--- config.mk ---
export PLATFORM = sky130hd
export DESIGN_NAME = clk_div_meter
export DESIGN_NICKNAME = d
export VERILOG_FILES = /design/src/rtl/clk_div_meter.sv
export SDC_FILE = /design/constraint.sdc
export NUM_CORES = 1
export LEC_CHECK = 0
export CORE_MARGIN = 3
export CORE_UTILIZATION = 59
export CTS_CLUSTER_DIAMETER = 50
export CTS_CLUSTER_SIZE = 20
export DETAILED_ROUTE_END_ITERATION = 7
export HOLD_SLACK_MARGIN = 0.05
export PLACE_DENSITY = 0.94
export SLEW_MARGIN = 20
export SYNTH_ARGS = -nofsm -noshare
export SYNTH_HDL_FRONTEND = slang
export SYNTH_SLANG_ARGS = --single-unit
--- constraint.sdc ---
create_clock -name clk_in -period 5.78 [get_ports clk_in]
set_input_delay 1.445 -clock clk_in [delete_from_list [all_inputs] [get_ports clk_in]]
set_output_delay 1.445 -clock clk_in [all_outputs]
set_load 0.005 [all_outputs]
--- src/rtl/clk_div_meter.sv ---
// Measures high time, low time and period of a slow clock in clk_in cycles, with
// parity/balance flags, lock detection and a sticky timeout. dbg_state: 0 IDLE, 1 SYNC, 2 MEAS.
module clk_div_meter #(
  parameter int WIDTH    = 7,
  parameter int LOCK_CNT = 3
) (
  input  logic             clk_in,
  input  logic             rst,
  input  logic             div_clk,
  output logic [WIDTH-1:0] high_time,
  output logic [WIDTH-1:0] low_time,
  output logic [WIDTH:0]   period,
  output logic             meas_valid,
  output logic             odd_ratio,
  output logic             balanced,
  output logic             locked,
  output logic             timeout,
  output logic [1:0]       dbg_state
);
  // meas_valid is a one-cycle strobe with no ready/back-pressure: period,
  // high_time, low_time and the flags are stable from the strobe until the next one.
  typedef enum logic [1:0] {
    ST_IDLE = 2'd0,
    ST_SYNC = 2'd1,
    ST_MEAS = 2'd2
  } state_t;

  localparam logic [WIDTH-1:0] RUN_MAX  = '1;
  localparam logic [3:0]       LOCK_MAX = 4'(LOCK_CNT);

  state_t           r_state;
  state_t           w_state_next;
  logic             r_sync1;
  logic             r_s;
  logic             r_s_d;
  logic [WIDTH-1:0] r_hi_run;
  logic [WIDTH-1:0] r_lo_run;
  logic [3:0]       r_match_cnt;
  logic             r_first;
  logic             w_rise;
  logic             w_fall;
  logic             w_sat;
  logic             w_take_high;
  logic             w_take_meas;
  logic             w_timeout;
  logic [WIDTH:0]   w_period_new;
  logic [3:0]       w_match_next;

  assign w_rise       = r_s & ~r_s_d;
  assign w_fall       = ~r_s & r_s_d;
  assign w_sat        = (r_hi_run == RUN_MAX) || (r_lo_run == RUN_MAX);
  assign w_period_new = {1'b0, high_time} + {1'b0, r_lo_run};
  assign dbg_state    = r_state;

  always_ff @(posedge clk_in) begin
    if (rst) begin
      r_state <= ST_IDLE;
    end else begin
      r_state <= w_state_next;
    end
  end

  always_comb begin
    w_state_next = r_state;
    w_take_high  = 1'b0;
    w_take_meas  = 1'b0;
    w_timeout    = 1'b0;
    case (r_state)
      ST_IDLE: begin
        if (w_rise) w_state_next = ST_SYNC;
      end
      ST_SYNC, ST_MEAS: begin
        // A saturated run counter wins over a coincident edge; that edge is dropped.
        if (w_sat) begin
          w_timeout    = 1'b1;
          w_state_next = ST_IDLE;
        end else if (w_fall) begin
          w_take_high  = 1'b1;
          w_state_next = ST_MEAS;
        end else if (w_rise && (r_state == ST_MEAS)) begin
          w_take_meas  = 1'b1;
        end
      end
      default: w_state_next = ST_IDLE;
    endcase
  end

  // The first period after SYNC is compared against a stale value, so it never counts.
  always_comb begin
    w_match_next = 4'd0;
    if (!r_first && (w_period_new == period)) begin
      w_match_next = (r_match_cnt >= LOCK_MAX) ? LOCK_MAX : r_match_cnt + 4'd1;
    end
  end

  always_ff @(posedge clk_in) begin
    if (rst) begin
      r_sync1     <= 1'b0;
      r_s         <= 1'b0;
      r_s_d       <= 1'b0;
      r_hi_run    <= '0;
      r_lo_run    <= '0;
      r_match_cnt <= 4'd0;
      r_first     <= 1'b0;
      high_time   <= '0;
      low_time    <= '0;
      period      <= '0;
      meas_valid  <= 1'b0;
      odd_ratio   <= 1'b0;
      balanced    <= 1'b0;
      locked      <= 1'b0;
      timeout     <= 1'b0;
    end else begin
      r_sync1    <= div_clk;
      r_s        <= r_sync1;
      r_s_d      <= r_s;
      meas_valid <= 1'b0;

      if (w_timeout) begin
        r_hi_run <= '0;
        r_lo_run <= '0;
      end else if (r_s) begin
        if (r_hi_run != RUN_MAX) r_hi_run <= r_hi_run + 1'b1;
        if (w_rise) r_lo_run <= '0;
      end else begin
        if (r_lo_run != RUN_MAX) r_lo_run <= r_lo_run + 1'b1;
        if (w_fall) r_hi_run <= '0;
      end

      if (w_take_high) begin
        high_time <= r_hi_run;
        if (r_state == ST_SYNC) r_first <= 1'b1;
      end

      if (w_take_meas) begin
        low_time    <= r_lo_run;
        period      <= w_period_new;
        meas_valid  <= 1'b1;
        odd_ratio   <= w_period_new[0];
        balanced    <= (high_time == r_lo_run);
        timeout     <= 1'b0;
        r_match_cnt <= w_match_next;
        locked      <= (w_match_next >= LOCK_MAX);
        r_first     <= 1'b0;
      end

      if (w_timeout) begin
        timeout     <= 1'b1;
        locked      <= 1'b0;
        r_match_cnt <= 4'd0;
      end
    end
  end
endmodule

==> results.txt <==
The flow ran to the end, and the final reports show no timing, DRC or antenna violations. The leakage component of the power is 1.11 nW. STA classifies the critical path startpoint as an input port. Clock tree synthesis found a total of 50 sinks.

The number of antenna violations at the first check in global routing was 0. Yosys instantiated no cell more often than dfxtp_1. Of all cell types, the one taking the most synthesized area is dfxtp_1. The filler cells instantiated in the layout total 271. The final core area utilization is 75.7%. Number of cells on the worst hold path: 1.

The number of antenna diodes in the final layout is 0. The final clock period utilization by the worst path works out to 58.7%. TritonCTS built the clock tree. Of all nets on the critical path, the largest fanout is 34.

For the finished layout, the period the worst path requires is 3.39 ns. The critical path contains buffers and inverters numbering 2 combined. The floorplan step defined a core boundary enclosing 3850 um2.

After synthesis the netlist holds a flip-flop and latch count of 50. In this run the mean area of a mapped cell was 8.52 um2. In this design, the stage delay of the slowest critical-path cell is 0.52 ns. After detailed placement, the total cell area comes to 2780 um2. The area of the die was 4990 um2.

The slowest stage of the critical path belongs to the cell or4_1. The post-synthesis async set-or-reset flop share is 0%. Setup repair after global routing left no endpoint under its margin.

Among cell families on the critical path, the largest total delay comes from simple AND/OR/NAND/NOR gates. The height of the chip is 70.6 um, and the hold buffer count at cts is 0. Across all register-to-register paths, the minimum setup slack is 2.98 ns.

The tools report the buffer type at the clock tree root as clkbuf_8. The logs give 0.457 ns for the worst slack on hold paths and 175 uV for the largest vdd supply drop. By area the synthesized netlist is led by dfxtp_1 41%, ha_1 6.6%, nand2_1 6.4%, a21oi_1 5.3%, nor2_1 4.7%. The endpoint required time on the critical path was 6.02 ns. The logs give 3.63 ns for the arrival time at the worst endpoint and 23.3% for the overall track demand over capacity in global routing. Of the cells placed in the final design, the portion with a size suffix greater than 1 is 4.75%.

In this run, distinct cell masters in the synthesized netlist total 41. The worst setup path is of the in -> reg kind. Startpoint of the tightest hold check path: r_sync1$_SDFF_PP0_.

The run gives 0 as the final number of hold-violating endpoints. The pre-antenna-repair detailed-routing pass consisted of 5 iterations. The startpoint identified for the worst register-to-register timing path is r_lo_run[0]$_SDFFE_PP0P_. The post-CTS repair timing setup buffer count came out at 0. Sequential elements use 40.6% of the synthesized area. The maximum level of the CTS H-tree was 2; the max-capacitance violation count was 0. The logs give 0.00874 ns for the final clock skew and 332 for the final net count. Summed over all nets, the half-perimeter wirelength after detailed placement is 3880 um. The run gives 0 as the number of instances resized during post-cts repair. The most used flip-flop cell after synthesis is dfxtp_1. The number of cells on the worst reg-to-reg path is 8. Buffers placed on the I/O ports in this run total 31. Relative to the synthesized area, the layout overhead comes to 18.4%. For the aggregate global routing overflow, the log shows 0. The first global-routing pass estimated 9440 um of wire.

The floorplan has 22 rows. Critical path startpoint: rst. The logs give 675 uW for the overall power and 5550 um for the total wirelength of the detailed-routed design. Once the floorplan was initialized, standard cells occupied 63.9% of the core. For the worst-skew pair, the clock arrives at the later sink with an insertion delay of 0.31 ns. The weighted congestion reported at the end of routability-driven placement is 0.906. Counting the buffers created by CTS gives 5. In this run, synthesis inferred 0 flip-flops with an integrated enable.

The signal on the critical path passes through clkdlybuf4s50_1, buf_4, or4_1, or3_4, a2111oi_4, nand4_1, o2bb2ai_1. The first routing iteration left 157 violations. The floorplan step set the die width to 70.6 um.

After clock tree synthesis, the clock-pin slew on the worst setup and hold paths is 0.10 ns. The worst hold path terminates at r_s$_SDFF_PP0_. In the routed layout, each cell is associated on average with a via count of 6.11.

The finished cells cover 2920 um2. The net count after synthesis is 306, and the number of nets still failing antenna checks after routing is 0. For this run, design rule violations remaining after detail routing come to 0.

The transition time at the pin with the least slew margin came out at 0.736 ns. STA classifies the critical path endpoint as a flop. The tools report the number of global-route vias before repair as 2,057. The summed negative setup slack over all endpoints came out at 0 ns. In this run the critical register-to-register path is captured at locked$_SDFFE_PP0P_.

The tightest min-delay check is of the reg -> reg type. The logs give 0 for the number of max-slew violations in the final report and 289 for the number of cells produced by synthesis. Setup violations remaining at the end of the flow were counted as 0. The maximum count of clock buffers along a single path is 2, and the post-synthesis instance area is 2460 um2. The maximum number of pins on one net before global-route repair was 35; the total of warnings raised by yosys was 0. Dividing the detail-routed wire length by the instance count gives 15.3 um.

Pin placement for this block handled 32 I/O pins. Derived from the worst setup path, the maximum achievable clock frequency is 295 MHz. Headroom to the max-slew limit came out at 50.9%.

Detailed routing inserted a total of 2,224 vias. The area fraction of the dominant cell type after synthesis works out to 40.6%. Sorting the synthesized cells by how often they occur yields 50 x dfxtp_1, 42 x nand2_1, 31 x nor2_1, 26 x a21oi_1, 14 x nand3_1.

The power density over the cells came out at 231 nW/um2.
[power by group]
group	leakage, nW	internal [mW]	switching [mW]
clock	0.0683	0.173	0.120
sequential	0.404	0.348	0.00557
combinational	0.641	0.0119	0.0168
[sequential cells by signal (all words and copies together) (netlist names), 2 cells and up]
name,flops
low_time,7
period,8
r_hi_run,7
r_lo_run,7
high_time,7
r_match_cnt,4
dbg_state,2
[stage by stage]
stage	setup WS [ns]	cells
2_1_floorplan	2.73	289
3_3_place_gp	2.13	356
3_5_place_dp	2.07	356
4_1_cts	2.39	364
5_1_grt	2.25	364
6_report	2.39	364
[how the worst max path moves through the flow]
stage | to | slack, ns | depth (start not counted)
after floorplan | locked$_SDFFE_PP0P_ | 2.73 | 6
final | locked$_SDFFE_PP0P_ | 2.39 | 7
after global placement | r_match_cnt[1]$_SDFFE_PP0P_ | 2.13 | 7
after global routing | r_match_cnt[0]$_SDFFE_PP0P_ | 2.25 | 7
after detailed placement | locked$_SDFFE_PP0P_ | 2.07 | 7
after CTS | locked$_SDFFE_PP0P_ | 2.39 | 7
[per-layer routing]
layer	global-route usage [%]	part of all wire (%)	vias to the layer above
met2	37.1	46	93
met3	3.84	5.8	20
li1	-	-	1077
met1	30.6	44	1034
met4	11.7	3.7	0
met5	0	0	-
[worst reg2reg max path, cell delays in order (launching register included)]
cell       delay [ns]
dfxtp_1          0.44
ha_1             0.25
fa_1             0.47
xor2_1           0.15
or4_1            0.39
or3_4            0.38
a2111oi_4        0.35
nand4_1          0.14
o2bb2ai_1        0.15
[cells in the final DEF (no fill, tap or decap), drive strengths merged, types with 2 or more instances in the layout]
cell type      Yosys  layout
a2111oi            3       3
a211oi             2       2
a21o               2       2
a21oi             26      26
a22oi              2       2
a31oi              4       4
and3               3       3
and4               3       3
bufinv             0       2
clkbuf             5       5
clkdlybuf4s50      0      31
dfxtp             50      50
ha                13      13
inv                6       6
mux2i             10      10
nand2             42      42
nand2b             2       2
nand3             14      14
nand4              6       6
nand4b             2       2
nor2              32      32
nor2b              6       6
nor3               4       4
nor4               6       6
o21a               2       2
o21ai              9       9
o2bb2ai            3       3
o31ai              2       2
or2                3       3
xnor2              7       7
xor2               4       4
[kinds of logic (layout without fill, tap and decap cells)]
family,count (synthesis),after routing,share of synthesized area (%)
multiplexers,10,10,4.06
buffers and inverters,19,46,3.40
AND/OR/NAND/NOR,127,127,24.8
adder cells (fa/ha/maj),14,14,7.42
AO/OA/AOI/OAI,57,57,14.8
flip-flops,50,50,40.6
XOR/XNOR,12,12,4.88
[final cells by class]
class / count / area (um2) / share of cell area, %
inverters: 6 / 22.5 / 0.772
repair buffers: 32 / 318 / 10.9
multi-input cells: 220 / 1380 / 47.3
well taps: 48 / 60.1 / 2.06
flip-flops and latches: 50 / 1000 / 34.3
clock buffers: 5 / 68.8 / 2.36
clock inverters: 3 / 68.8 / 2.36
No activity file was read; power rests on OpenSTA's default activity.
